File: src/rtl/lfsr_stream_if.sv
// Ready/valid word stream carrying pseudo-random data from lfsr_stream to its consumer.
interface lfsr_stream_if #(
  parameter int STEPS = 8
);
  logic             valid;
  logic             ready;
  logic [STEPS-1:0] data;

  modport master (output valid, output data, input ready);
  modport slave  (input valid, input data, output ready);
endinterface

File: src/rtl/lfsr_stream.sv
// Galois LFSR word generator (STEPS bits per accepted word) with seed load and lock-up recovery.
// Define LFSR_STREAM_CHECK_EN to add a PRBS checker that tracks its own reference LFSR.
module lfsr_stream #(
  parameter int               WIDTH  = 16,
  parameter logic [WIDTH-1:0] TAPS   = 16'hB400,
  parameter int               STEPS  = 8,
  parameter int               INVERT = 0,
  parameter logic [WIDTH-1:0] SEED   = '1
) (
  input  logic               clk,
  input  logic               reset,
  input  logic               seed_load_i,
  input  logic [WIDTH-1:0]   seed_i,
  lfsr_stream_if.master      out_if,
  output logic [WIDTH-1:0]   state_o,
  output logic               lockup_o,
  output logic [31:0]        word_count_o
`ifdef LFSR_STREAM_CHECK_EN
  ,
  input  logic               chk_valid_i,
  input  logic [STEPS-1:0]   chk_data_i,
  output logic [15:0]        chk_errors_o,
  output logic [31:0]        chk_words_o
`endif
);

  localparam logic INV_BIT = (INVERT != 0);

  function automatic logic feedback(input logic [WIDTH-1:0] s);
    return s[WIDTH-1] ^ INV_BIT;
  endfunction

  function automatic logic [WIDTH-1:0] stepState(input logic [WIDTH-1:0] s);
    return {s[WIDTH-2:0], 1'b0} ^ (feedback(s) ? TAPS : '0);
  endfunction

  // Unrolled STEPS shifts: returns {word, advanced state}, first bit in the word MSB.
  function automatic logic [STEPS+WIDTH-1:0] advance(input logic [WIDTH-1:0] s);
    logic [WIDTH-1:0] cur;
    logic [STEPS-1:0] bits;
    cur  = s;
    bits = '0;
    for (int i = 0; i < STEPS; i++) begin
      bits[STEPS-1-i] = feedback(cur);
      cur             = stepState(cur);
    end
    return {bits, cur};
  endfunction

  localparam logic [WIDTH-1:0] SEED_STEP = stepState(SEED);

  if (SEED_STEP == SEED) begin : gBadSeed
    $error("lfsr_stream: SEED is a fixed point of the configured LFSR");
  end

  typedef enum logic [1:0] {PRIME, RUN, RECOVER} genState_e;

  genState_e        fsm_q;
  logic [WIDTH-1:0] lfsr_q;
  logic [STEPS-1:0] word_q;
  logic             valid_q;
  logic             lockup_q;
  logic [31:0]      wordCount_q;

  logic [STEPS-1:0] genWord_d;
  logic [WIDTH-1:0] genState_d;

  always_comb begin
    {genWord_d, genState_d} = advance(lfsr_q);
  end

  // seed_load outranks a pending transfer, so a word offered in that cycle is dropped.
  always_ff @(posedge clk) begin
    if (reset) begin
      fsm_q       <= PRIME;
      lfsr_q      <= SEED;
      word_q      <= '0;
      valid_q     <= 1'b0;
      lockup_q    <= 1'b0;
      wordCount_q <= '0;
    end else if (seed_load_i) begin
      fsm_q       <= PRIME;
      lfsr_q      <= seed_i;
      valid_q     <= 1'b0;
      lockup_q    <= 1'b0;
      wordCount_q <= '0;
    end else begin
      case (fsm_q)
        PRIME: begin
          if (stepState(lfsr_q) == lfsr_q) begin
            lfsr_q   <= SEED;
            lockup_q <= 1'b1;
            fsm_q    <= RECOVER;
          end else begin
            word_q  <= genWord_d;
            lfsr_q  <= genState_d;
            valid_q <= 1'b1;
            fsm_q   <= RUN;
          end
        end
        RECOVER: fsm_q <= PRIME;
        RUN: begin
          if (valid_q && out_if.ready) begin
            word_q      <= genWord_d;
            lfsr_q      <= genState_d;
            wordCount_q <= wordCount_q + 32'd1;
          end
        end
        default: fsm_q <= PRIME;
      endcase
    end
  end

  assign out_if.valid = valid_q;
  assign out_if.data  = word_q;
  assign state_o      = lfsr_q;
  assign lockup_o     = lockup_q;
  assign word_count_o = wordCount_q;

`ifdef LFSR_STREAM_CHECK_EN
  logic [WIDTH-1:0] chkRef_q;
  logic [15:0]      chkErrors_q;
  logic [31:0]      chkWords_q;

  logic [STEPS-1:0] chkWord_d;
  logic [WIDTH-1:0] chkState_d;
  logic [16:0]      errSum_d;

  always_comb begin
    {chkWord_d, chkState_d} = advance(chkRef_q);
    errSum_d = {1'b0, chkErrors_q} + 17'($countones(chkWord_d ^ chk_data_i));
  end

  // The error count saturates rather than wrapping so a long bad run stays visible.
  always_ff @(posedge clk) begin
    if (reset) begin
      chkRef_q    <= SEED;
      chkErrors_q <= '0;
      chkWords_q  <= '0;
    end else if (seed_load_i) begin
      chkRef_q <= seed_i;
    end else if (chk_valid_i) begin
      chkRef_q    <= chkState_d;
      chkErrors_q <= errSum_d[16] ? 16'hFFFF : errSum_d[15:0];
      chkWords_q  <= chkWords_q + 32'd1;
    end
  end

  assign chk_errors_o = chkErrors_q;
  assign chk_words_o  = chkWords_q;
`endif

endmodule
File: src/flat_wrapper.sv
// flat-port wrapper written by rule: the top's interface ports become plain ports
module lfsr_stream_flat 
#(
  parameter int               WIDTH  = 16,
  parameter logic [WIDTH-1:0] TAPS   = 16'hB400,
  parameter int               STEPS  = 8,
  parameter int               INVERT = 0,
  parameter logic [WIDTH-1:0] SEED   = '1
)
  (clk, reset, seed_load_i, seed_i, state_o, lockup_o, word_count_o, out_if_valid, out_if_data, out_if_ready);
  lfsr_stream_if #(.STEPS(STEPS)) out_if_i ();
  input  logic clk;
  input  logic reset;
  input  logic seed_load_i;
  input  logic [WIDTH-1:0] seed_i;
  output logic [WIDTH-1:0] state_o;
  output logic lockup_o;
  output logic [31:0] word_count_o;
  output wire logic [$bits(out_if_i.valid)-1:0] out_if_valid;
  output wire logic [$bits(out_if_i.data)-1:0] out_if_data;
  input wire logic [$bits(out_if_i.ready)-1:0] out_if_ready;
  assign out_if_valid = out_if_i.valid;
  assign out_if_data = out_if_i.data;
  assign out_if_i.ready = out_if_ready;
  lfsr_stream #(.WIDTH(WIDTH), .TAPS(TAPS), .STEPS(STEPS), .INVERT(INVERT), .SEED(SEED)) u_core (.clk(clk), .reset(reset), .seed_load_i(seed_load_i), .seed_i(seed_i), .out_if(out_if_i), .state_o(state_o), .lockup_o(lockup_o), .word_count_o(word_count_o));
endmodule
File: config.mk
export PLATFORM = sky130hd
export DESIGN_NAME = lfsr_stream_flat
export DESIGN_NICKNAME = d
export VERILOG_FILES = /design/src/rtl/lfsr_stream_if.sv /design/src/rtl/lfsr_stream.sv /design/src/flat_wrapper.sv
export SDC_FILE = /design/constraint.sdc
export NUM_CORES = 1
export LEC_CHECK = 0
export ABC_AREA = 1
export CAP_MARGIN = 20
export CORE_UTILIZATION = 50
export CTS_CLUSTER_SIZE = 12
export DETAILED_ROUTE_END_ITERATION = 10
export PLACE_DENSITY = 0.87
export RECOVER_POWER = 50
export SETUP_SLACK_MARGIN = 0.02
export SYNTH_ARGS = -nofsm -noshare
export SYNTH_HDL_FRONTEND = slang
export SYNTH_SLANG_ARGS = --single-unit
File: constraint.sdc
create_clock -name clk -period 2.05 [get_ports clk]
set_clock_uncertainty 0.2 [all_clocks]
set_input_delay 0.205 -clock clk [delete_from_list [all_inputs] [get_ports clk]]
set_output_delay 0.205 -clock clk [all_outputs]
set_load 0.01 [all_outputs]
==> results.yml <==
outcome:
  outcome: "finished clean"
power:
  p_leak_nw: 1.967
  power-per-cell-area_mw_per_mm2: 662.6
  fin_total_pwr_mw: 2.973
  worst_ir_drop_vdd_mv: 0.4048
layout:
  nNetsFinal: 615
  fillers: 524
  utilization_pct: 70.26
  mostFrequentLayoutCells: "nand2_1 (133), nor2_1 (65), dfxtp_1 (59)"
  diodes: 0
  areaGrowthSynthToFinish_pct: 34.21
  final_common_cell: "nand2_1"
  drive_gt1_share_pct: 10.35
clock_network:
  htreeDepth: 3
  clock_path_buffers: 2
  insertion_delay_ns: 0.35
  clock_sinks: 60
  cts_tree: "done"
  clockRootBuffer: "clkbuf_8"
  path_clk_slew_ns: 0.07
  cts_setup_buffers: 0
  numCtsBuffers: 9
logic_synthesis:
  async_reset_ff_share_pct: 0
  syn-num-nets: 522
  syn_area_mm2: 0.003343
  synth.ff_latch_count: 60
  synth_warnings: 0
  synthCells: 501
  avgSynthCellArea_um2: 6.673
  synth-seq-area-share_pct: 35.93
  synth_ff_type: "dfxtp_1"
  yosysUniqueCellTypes: 39
  synth_edf_count: 0
sta:
  max_freq_mhz: 527.9
  relSlewSlack_pct: 77.02
  fin_crit_ns: 1.894
  fin_hold_ws_ns: 0.2720
  finalMaxSlewViolations: 0
  period_share_pct: 92.41
  tightest_slew_ns: 0.3443
  hold_viol: 0
  worst_slack_ns: 0.1557
  final-setup-viol-count: 0
min_path:
  hp-class: "flop to flop"
global_route:
  antenna_found_initial: 0
  grt_pass1_vias: 3236
  grt_max_degree: 25
  grt-ovfl-total: 0
  grtUsageTotal_pct: 25.69
  grt_pass1_wl_mm: 14.70
worst_setup_path:
  end_kind: "flop"
  crit_fanout: 8
  slowest_delay_ns: 0.48
  arrival_ns: 1.92
  worst-path-buf-inv: 1
  critical_path_class: "flop to flop"
  crit_path_frequent_cell: "nand2_1"
  critPathTopFamily: "simple AND/OR/NAND/NOR gates"
  start_kind: "flop"
  cp_cell_sequence: "inv_1 > nand2_1 > nand2_1 > nand2_1 > nand2_1 > nand2_1 > nand2_1 > xor2_1 > o21ai_1 > nand3_1"
  cp_data_required_time_ns: 2.07
  cpMaxStageDelayCell: "dfxtp_1"
floorplanning:
  ios: 78
  rows: 29
  die_area_mm2: 0.007017
  start_util_pct: 52.35
  die_h_um: 83.77
  core_area_mm2: 0.006386
  die_w_um: 83.77
job:
  cap_violations: 0
route:
  ant_nets: 0
  dr.pass1.iters: 7
  via_per_inst: 5.362
  drc: 0
  routed-via-count: 3625
  routed_wl_mm: 8.874
  wire_per_inst_um: 13.13
  dr.first_iter.drc_count: 299
placement:
  finalWeightedCongestion: 0.9176
  port_buffers: 77
  dp_hpwl_mm: 6.742
  place_ws_ns: -0.05723
worst paths after layout:
kind / from / end / slack, ns / cells past startpoint
worst max-delay path: u_core.state_o[11] / u_core.state_o[11] / 0.16 / 10
worst min-delay path: u_core.out_if.data[5] / u_core.out_if.data[5] / 0.27 / 2
worst max register to register: u_core.state_o[11] / u_core.state_o[11] / 0.16 / 10
worst min register to register: u_core.out_if.data[5] / u_core.out_if.data[5] / 0.27 / 2
Yosys cell counts, drive strengths merged, types with 5 or more instances:
master / n / area [µm²]
nand4: 11 / 96.34
xnor2: 10 / 87.58
buf: 5 / 30.02
nand3b: 5 / 41.29
clkbuf: 7 / 26.28
dfxtp: 60 / 1201
o21ai: 31 / 158.9
nor3: 16 / 117.6
xor2: 11 / 96.34
nand3: 38 / 195.2
nand2: 140 / 553.0
nor2: 69 / 274.0
a21oi: 32 / 160.2
inv: 54 / 202.7
cells by family (layout without fill, tap and decap cells):
group | count (synthesis) | after routing | synth area share, %
flops | 60 | 60 | 35.93
compound gates | 70 | 70 | 11.23
xor+xnor | 21 | 21 | 5.501
simple gates | 281 | 281 | 38.96
fa+ha+maj | 1 | 1 | 0.3742
buf+inv | 68 | 166 | 8.008
power by group:
part	total, mW	switching (mW)	internal (mW)
Combinational	0.686	0.394	0.292
Sequential	1.29	0.0649	1.22
Clock	0.997	0.494	0.503
cell type report:
cell class / count / area [µm²] / share of cell area [%]
Clock buffer: 11 / 151.4 / 3.374
Clock inverter: 5 / 36.28 / 0.8087
Sequential cell: 60 / 1202 / 26.80
Tap cell: 77 / 96.34 / 2.147
Inverter: 56 / 211.5 / 4.713
Timing Repair Buffer: 94 / 900.9 / 20.08
Multi-Input combinational cell: 373 / 1888 / 42.08
registers in the layout, summed over array words and instances (netlist names):
register and cells:
u_core.fsm_q 2, u_core.state_o 16, u_core.lockup_o 1, u_core.word_count_o 32, u_core.out_if.valid 1, u_core.out_if.data 8
metal layers:
layer / vias to the layer above / part of all wire [%] / GRT usage (%)
met5: - / 0 / 0
met4: 0 / 1.4 / 10.32
met3: 14 / 6.0 / 4.352
met2: 144 / 49 / 43.02
met1: 1663 / 44 / 32.80
li1: 1804 / - / -
what timing repair did:
| item | 4_1_cts | 5_1_grt |
|---|---|---|
| setup endpoints to repair | 0 | 12 |
| hold buffers | 0 | 0 |
| gates resized for setup | 0 | 5 |
tightest hold or removal path, cell delays in order, from the launching register on:
cell and delay (ns):
dfxtp_1 0.31, nand2_1 0.06, a21oi_1 0.06
stage by stage:
| stage | cells | setup TNS, ns | instance area (µm²) |
|---|---|---|---|
| CTS | 676 | 0 | 4482 |
| detailed placement | 660 | -0.08164 | 4294 |
| global route | 676 | -0.04676 | 4487 |
| global placement | 660 | 0 | 4294 |
| floorplan | 501 | 0 | 3343 |
| finish | 676 | 0 | 4487 |
Power figures use the tool's default switching activity.
==> variant, RTL diff (same flow settings) <==
`WIDTH` is set to 16 in 2 places; all go to 32.
--- a/src/rtl/lfsr_stream.sv
+++ b/src/rtl/lfsr_stream.sv
@@ -1,7 +1,7 @@
 // Galois LFSR word generator (STEPS bits per accepted word) with seed load and lock-up recovery.
 // Define LFSR_STREAM_CHECK_EN to add a PRBS checker that tracks its own reference LFSR.
 module lfsr_stream #(
-  parameter int               WIDTH  = 16,
+  parameter int               WIDTH  = 32,
   parameter logic [WIDTH-1:0] TAPS   = 16'hB400,
   parameter int               STEPS  = 8,
   parameter int               INVERT = 0,
--- a/src/flat_wrapper.sv
+++ b/src/flat_wrapper.sv
@@ -1,7 +1,7 @@
 // flat-port wrapper written by rule: the top's interface ports become plain ports
 module lfsr_stream_flat 
 #(
-  parameter int               WIDTH  = 16,
+  parameter int               WIDTH  = 32,
   parameter logic [WIDTH-1:0] TAPS   = 16'hB400,
   parameter int               STEPS  = 8,
   parameter int               INVERT = 0,
Ports: changed (resized seed_i and state_o); port bits go from 78 to 110. The function was not compared with the original's and may differ.
==> variant against the unedited design <==
Non-clock buffer count up 65; worst setup slack worse by 56 ps; design area up 39%; synthesized cell count up 44%; register-to-register slack worse by 50 ps; total power up 21%; sequential cell count up 16; wire length up 63%; synthesized area up 33%; combinational power up 11%; via count up 45%; global-route usage up 5.7 points; critical path type is now input pin to flop; largest power group unchanged.
==> variant: results <==
[sta]
worst_pin_slew_ps = 504.8

[grt]
grt_pass1_wl_um = 22560
grtUsageTotal_pct = 31.41
grt_max_degree = 28
first_global_vias = 4908

[route]
drt_wl_total_um = 14420
dr.first_iter.drc_count = 309
firstDrtPassIters = 5
vias = 5272

[placement]
dpl.hpwl_um = 11050
post-place-cells = 962
gp_congestion = 0.9793
io_buffers = 109
placed_cell_area_mm2 = 0.005983

[setup_path]
critPathTopFamily = "buffers and inverters"
crit_fanout = 23
slowest_stage = "dlygate4sd3_1"
reg2reg_slack_ps = 110
critPathMaxStageDelay_ps = 560
cp.arrival_ps = 2000

[yosys]
synth.area.top_cells = "dfxtp_1, nand2_1, nor2_1"
synth_seq_area_share_pct = 34.20
syn_avg_cell_area_um2 = 6.188
syn-num-nets = 756
synth_cell_types = 35

[layout]
drive_above_1_share_pct = 11.37
num-fill-cells = 714
layoutNonFillerInstCount = 979
nets = 903

[outcome]
status = "completed"

[power_and_ir_drop]
p_leak_uw = 0.002752
vdd_drop_max_uv = 378.4

[cts]
cts.root.buffer_cell = "clkbuf_8"
clk_path_buf_depth = 2
variant: cells by family (layout without fill, tap and decap cells):
logic type,Yosys count,after routing,synth area share [%]
adder cells (fa/ha/maj),1,1,0.2812
AND/OR/NAND/NOR,402,403,38.75
buffers and inverters,112,263,9.843
AO/OA/AOI/OAI,111,111,13.58
XOR/XNOR,17,17,3.346
flip-flops,76,76,34.20
variant: repair_timing:
item                       4_1_cts  5_1_grt
resized for setup                0       16
hold endpoints to repair         0        0
setup endpoints to repair        0       34
variant: through the flow:
stage	hold slack [ps]	setup slack (ps)
after detailed placement	261.5	-40.63
after global routing	271.9	25.35
after CTS	262.1	36.05
after floorplan	145.5	238.7
final	264.8	99.71
after global placement	258.7	12.73
variant: per-layer routing:
| metal | share of wire [%] | up-vias | global-route usage [%] | routed length [µm] |
|---|---|---|---|---|
| met2 | 50 | 241 | 56.03 | 7252 |
| met1 | 41 | 2405 | 37.65 | 5851 |
| met5 | 0 | - | 0 | 0 |
| li1 | - | 2588 | - | - |
| met4 | 2.9 | 0 | 12.13 | 420 |
| met3 | 6.2 | 38 | 4.818 | 896 |
variant: report_power, final:
group	leakage (µW)	total, µW	internal [µW]	switching [µW]
Clock	0.0000983	1190	594	592
Combinational	0.00203	763	364	399
Sequential	0.000624	1640	1550	87.2
variant: worst paths after layout:
check                              start                 endpoint  cells after the start
setup / recovery             seed_load_i   u_core.word_count_o[8]                      7
hold / removal           u_core.lockup_o          u_core.lockup_o                      2
setup reg to reg  u_core.word_count_o[1]  u_core.word_count_o[22]                      8
hold reg to reg          u_core.lockup_o          u_core.lockup_o                      2
variant: cell type report:
type / count / area (µm²) / share of cell area (%)
clock buffers: 10 / 137.6 / 2.215
clock inverters: 6 / 63.81 / 1.027
inverters: 88 / 332.8 / 5.355
multi-input cells: 532 / 2526 / 40.65
flip-flops and latches: 76 / 1533 / 24.66
well taps: 108 / 135.1 / 2.174
repair buffers: 159 / 1486 / 23.92
variant: worst min-delay path, stage by stage (launching register included):
cell,delay [ps]
dfxtp_1,310
nand2_1,60
o21ai_1,50
